**config.mk**
```make
export PLATFORM = sky130hd
export DESIGN_NAME = ntt_job_arbiter
export DESIGN_NICKNAME = d
export VERILOG_FILES = /design/src/rtl/ntt_job_arbiter.sv
export SDC_FILE = /design/constraint.sdc
export NUM_CORES = 1
export LEC_CHECK = 0
export ABC_AREA = 0
export ABC_CLOCK_PERIOD_IN_PS = 2200
export CORE_AREA = 3 3 195 197
export CTS_CLUSTER_DIAMETER = 80
export DETAILED_ROUTE_END_ITERATION = 8
export DIE_AREA = 0 0 198 200
export PLACE_DENSITY = 0.55
export SETUP_SLACK_MARGIN = 0.15
export SLEW_MARGIN = 15
export SYNTH_ARGS = -nofsm -noshare
export SYNTH_HDL_FRONTEND = slang
export SYNTH_SLANG_ARGS = --single-unit
```
**constraint.sdc**
```tcl
create_clock -name clk -period 2.2 [get_ports clk]
set_input_delay 0.66 -clock clk [delete_from_list [all_inputs] [get_ports clk]]
set_output_delay 0.66 -clock clk [all_outputs]
set_load 0.005 [all_outputs]
```
**src/rtl/ntt_job_arbiter.sv**
```systemverilog
// Round-robin arbiter that shares one ntt_memory_wrapper between two job requesters.
// Owns the wrapper start/intt controls and routes the wrapper memory ports to the granted side.
module ntt_job_arbiter #(
    parameter int LOGQ       = 64,
    parameter int LOGN       = 12,
    parameter int CNT_W      = 32,
    parameter int TIMEOUT    = 2**20,
    parameter int GAP_CYCLES = 2,
    localparam int AW        = (LOGN < 9) ? 10 : LOGN
) (
    input  logic             clk,
    input  logic             rst,

    input  logic             req_0,
    input  logic             req_intt_0,
    output logic             gnt_0,
    output logic             done_0,
    output logic             err_0,
    output logic [AW-1:0]    rd_addr_0,
    output logic [AW-1:0]    wr_addr_0,
    output logic             wea_0,
    input  logic [LOGQ-1:0]  din0_0,
    input  logic [LOGQ-1:0]  din1_0,

    input  logic             req_1,
    input  logic             req_intt_1,
    output logic             gnt_1,
    output logic             done_1,
    output logic             err_1,
    output logic [AW-1:0]    rd_addr_1,
    output logic [AW-1:0]    wr_addr_1,
    output logic             wea_1,
    input  logic [LOGQ-1:0]  din0_1,
    input  logic [LOGQ-1:0]  din1_1,

    output logic             ntt_start,
    output logic             ntt_intt,
    input  logic [AW-1:0]    ntt_rd_addr,
    input  logic [AW-1:0]    ntt_wr_addr,
    input  logic             ntt_wea,
    output logic [LOGQ-1:0]  ntt_din0,
    output logic [LOGQ-1:0]  ntt_din1,
    input  logic             ntt_finish,

    output logic             busy,
    output logic [CNT_W-1:0] job_cycles,
    output logic             job_cyc_vld
);

    typedef enum logic [1:0] {IDLE, RUN, DONE, GAP} state_t;

    localparam int GAP_W = $clog2(GAP_CYCLES + 1);
    localparam logic [GAP_W-1:0] GAP_LAST = GAP_W'(GAP_CYCLES - 1);
    localparam logic [CNT_W-1:0] CNT_LAST = CNT_W'(TIMEOUT - 1);

    state_t           state;
    logic             rr_ptr;
    logic [CNT_W-1:0] cnt;
    logic [GAP_W-1:0] gap_cnt;
    logic             pick_1;

    // Requester 1 wins when it is alone or when the tie pointer favours it.
    assign pick_1 = req_1 & (~req_0 | rr_ptr);

    always_ff @(posedge clk) begin
        if (rst) begin
            state       <= IDLE;
            rr_ptr      <= 1'b0;
            cnt         <= '0;
            gap_cnt     <= '0;
            gnt_0       <= 1'b0;
            gnt_1       <= 1'b0;
            done_0      <= 1'b0;
            done_1      <= 1'b0;
            err_0       <= 1'b0;
            err_1       <= 1'b0;
            ntt_start   <= 1'b0;
            ntt_intt    <= 1'b0;
            job_cycles  <= '0;
            job_cyc_vld <= 1'b0;
        end else begin
            // NOTE: pulses default low every cycle so only the exit branch can raise them.
            done_0      <= 1'b0;
            done_1      <= 1'b0;
            err_0       <= 1'b0;
            err_1       <= 1'b0;
            job_cyc_vld <= 1'b0;
            case (state)
                IDLE: begin
                    if (req_0 | req_1) begin
                        gnt_0     <= ~pick_1;
                        gnt_1     <= pick_1;
                        ntt_start <= 1'b1;
                        ntt_intt  <= pick_1 ? req_intt_1 : req_intt_0;
                        cnt       <= '0;
                        if (req_0 & req_1)
                            rr_ptr <= ~pick_1;
                        state     <= RUN;
                    end
                end
                RUN: begin
                    if (ntt_finish || cnt == CNT_LAST) begin
                        ntt_start   <= 1'b0;
                        gnt_0       <= 1'b0;
                        gnt_1       <= 1'b0;
                        done_0      <= gnt_0;
                        done_1      <= gnt_1;
                        err_0       <= gnt_0 & ~ntt_finish;
                        err_1       <= gnt_1 & ~ntt_finish;
                        job_cycles  <= cnt;
                        job_cyc_vld <= 1'b1;
                        state       <= DONE;
                    end else if (cnt != '1) begin
                        cnt <= cnt + 1'b1;
                    end
                end
                DONE: begin
                    gap_cnt <= '0;
                    state   <= GAP;
                end
                GAP: begin
                    // A wrapper still signalling finish holds the arbiter here.
                    if (gap_cnt >= GAP_LAST && !ntt_finish)
                        state <= IDLE;
                    else if (gap_cnt < GAP_LAST)
                        gap_cnt <= gap_cnt + 1'b1;
                end
                default: state <= IDLE;
            endcase
        end
    end

    assign busy = (state != IDLE);

    assign rd_addr_0 = gnt_0 ? ntt_rd_addr : '0;
    assign wr_addr_0 = gnt_0 ? ntt_wr_addr : '0;
    assign wea_0     = ntt_wea & gnt_0;
    assign rd_addr_1 = gnt_1 ? ntt_rd_addr : '0;
    assign wr_addr_1 = gnt_1 ? ntt_wr_addr : '0;
    assign wea_1     = ntt_wea & gnt_1;

    // Zero-latency read-data mux keeps the wrapper's BRAM read timing intact.
    assign ntt_din0 = gnt_0 ? din0_0 : gnt_1 ? din0_1 : '0;
    assign ntt_din1 = gnt_0 ? din1_0 : gnt_1 ? din1_1 : '0;

endmodule

```
==> metrics <==
status finished with violations; failing checks negative setup slack; fill count 3740; PortBufs 507; Power Density 779.6 mW/mm2; Arr. time, crit path 1.84 ns; CTS tree yes; most frequent cells in the layout clkdlybuf4s50_1 (303), a22o_1 (100), buf_6 (97); first-pass GRT wire length 61030 um; peak supply drop 0.4037 mV; net count after synthesis 962; Area contributors post-synth dfxtp_1 (29%), a22o_1 (21%), and2_1 (6.3%); Cell variety after synth 54; Final nets 1580; Worst Slack Setup Final -0.3018 ns; Ports 508; antenna viol nets, final 0; max frequency 0.3997 GHz; Synth Flop Type dfxtp_1; total die area 0.03960 mm2; WL/cell 26.86 um; Clock Path Buffers 2; fin crit share 113.7%; CTS clk-pin slew, worst paths 0.07 ns; post-route minimum period 2.502 ns; wirelength, routed 47550 um; final setup fails 139; die width 198 um; ys async rst share 0%; synthesized cell area 0.005299 mm2; share of layout cells above drive strength 1 35.74%; R2R setup slack 0.22 ns; drt pass-1 iters 5; Initial Util 14.54%; antenna violations before repair 32; All-Layer GR Usage 21.92%; Row Count 70; yosys warns 0; Post-Syn Instances 667; area added between synthesis and finish 149.6%; Slew @ Worst Pin 0.5494 ns; DRC Markers 0; CTS Sinks 78; worst skew pair latency 0.35 ns; overall power 0.01031 W; #FFs+latches synth 78; sequential area share after synthesis 29.47%; HPWL after DPL 38290 um; hold path depth 2; largest net degree at the start of global routing 57; clk_skew 0.008870 ns; number of global-route vias before repair 8058; H-tree depth 3; number of flops mapped to enable cells by yosys 0; Placement Setup Slack -0.4703 ns; Hold Crit Class flip-flop to flip-flop; Worst Setup End Kind output port; commonest non-fill, non-tap cell in the layout clkdlybuf4s50_1; gr ovfl total 0; Pleak 5.623 nW; Hold Vio Cnt, Final 0; R2R depth 10; worst flop-to-flop path startpoint state[0]$_SDFFE_PP0P_; Crit Path Category flip-flop to output port; RSZ-0062 raised after global routing yes; routability congestion estimate 0.8952; Die Y 200 um; Initial DRC Count 407; top cell type's share of synthesized area 29.47%; Worst setup SP type flip-flop; Worst Hold Path EP job_cycles[19]$_SDFFE_PP0N_; clock root buffer clkbuf_16; overall via count from detail_route 8196; Synth area leader dfxtp_1; core area 0.03643 mm2; final core utilization 36.30%; Slew headroom 63.09%; Worst Path Required 1.54 ns; Worst R2R End cnt[0]$_SDFFE_PP0P_; Avg Cell Area, Syn 7.944 um2; CP Max Fanout 6; worst hold start job_cycles[19]$_SDFFE_PP0N_; Max-cap violations 0; vias per std cell 4.631; CTS Buf Count 9; Final Max Tran Viols 0
-- metrics by stage --
step	TNS (ns)	cells	hold slack, ns	cell area [um2]
2_1_floorplan	0	667	0.4524	5301
3_3_place_gp	-59.65	1675	0.4447	11590
3_5_place_dp	-61.95	1675	0.4485	11590
4_1_cts	-25.76	1740	0.4575	12610
5_1_grt	-32.14	1767	0.4799	13220
6_report	-26.35	1770	0.4527	13230
-- worst max path at each step --
stage / start / cells past startpoint / to / slack (ns)
2_1_floorplan: cnt[0]$_SDFFE_PP0P_ / 6 / cnt[30]$_SDFFE_PP0P_ / 0.15
3_3_place_gp: din0_0[28] / 3 / ntt_din0[28] / -0.51
3_5_place_dp: din0_0[28] / 3 / ntt_din0[28] / -0.47
4_1_cts: gnt_1$_SDFFE_PP0P_ / 8 / ntt_din0[63] / -0.31
5_1_grt: gnt_1$_SDFFE_PP0P_ / 8 / ntt_din0[63] / -0.33
6_report: gnt_1$_SDFFE_PP0P_ / 8 / ntt_din0[63] / -0.30
-- state kept, by name, indices dropped and copies added, names as in the netlist, 2 cells and up --
name and count:
state 2, cnt 32, job_cycles 32, gap_cnt 2
-- routing by layer --
metal | up-vias | GRT usage [%] | part of all wire, % | wire length [um]
met4 | 12 | 8.676 | 3.8 | 1830
met5 | - | 0 | 0.14 | 67
met3 | 72 | 9.936 | 11 | 5200
met1 | 3857 | 26.39 | 40 | 18960
li1 | 3815 | - | - | -
met2 | 440 | 34.30 | 45 | 21490
-- area by class of cell --
class,count,area (um2),share of cell area (%)
inverters,22,82.58,0.6244
diodes,12,30.03,0.2270
multi-input cells,499,3925,29.68
clock buffers,9,225.2,1.703
well taps,468,585.6,4.427
clock inverters,7,80.08,0.6054
flip-flops and latches,78,1588,12.00
repair buffers,675,6710,50.73
-- logic make-up (layout without fill, tap and decap cells) --
logic type	Yosys count	after routing	synth area share [%]
xor gates and xnor gates	1	1	0.1653
muxes	2	2	0.3778
AOI/OAI and AO/OA	260	260	37.78
adders and majority gates	7	7	1.653
other	0	12	0
DFF	78	78	29.47
buffers and inverters	90	713	6.824
and+or+nand+nor	229	229	23.73
-- synthesized netlist by cell type, types with 11 or more instances --
cell type	count
a21oi_1	44
a22o_1	128
a311oi_1	19
a31oi_1	16
and2_1	53
buf_2	17
clkbuf_1	47
dfxtp_1	78
inv_1	22
nand2_1	85
nand4_1	11
o21ai_0	18
-- worst max-delay path, cell delays in order (launching register included) --
cell and delay (ns):
dfxtp_2 0.33, nor2b_4 0.13, buf_12 0.14, buf_12 0.14
buf_16 0.15, buf_8 0.12, buf_6 0.11, a22o_4 0.24
buf_6 0.13
-- repair_timing --
item | in CTS | in global routing
cloned | 11 | 5
endpoints found under the setup margin | 216 | 248
resized for setup | 763 | 155
buffers inserted | 38 | 13
endpoints found under the hold margin | 0 | 0
pin swaps | 41 | 58
hold buffers | 0 | 0
-- power by group --
part | internal, W | total (W) | leakage (nW) | switching, W
clock network | 0.000898 | 0.00158 | 0.149 | 0.000686
registers | 0.00148 | 0.00153 | 0.637 | 0.0000445
logic | 0.00393 | 0.00720 | 4.84 | 0.00327
total | 0.00631 | 0.0103 | 5.62 | 0.00400
Power figures use the tool's default switching activity.
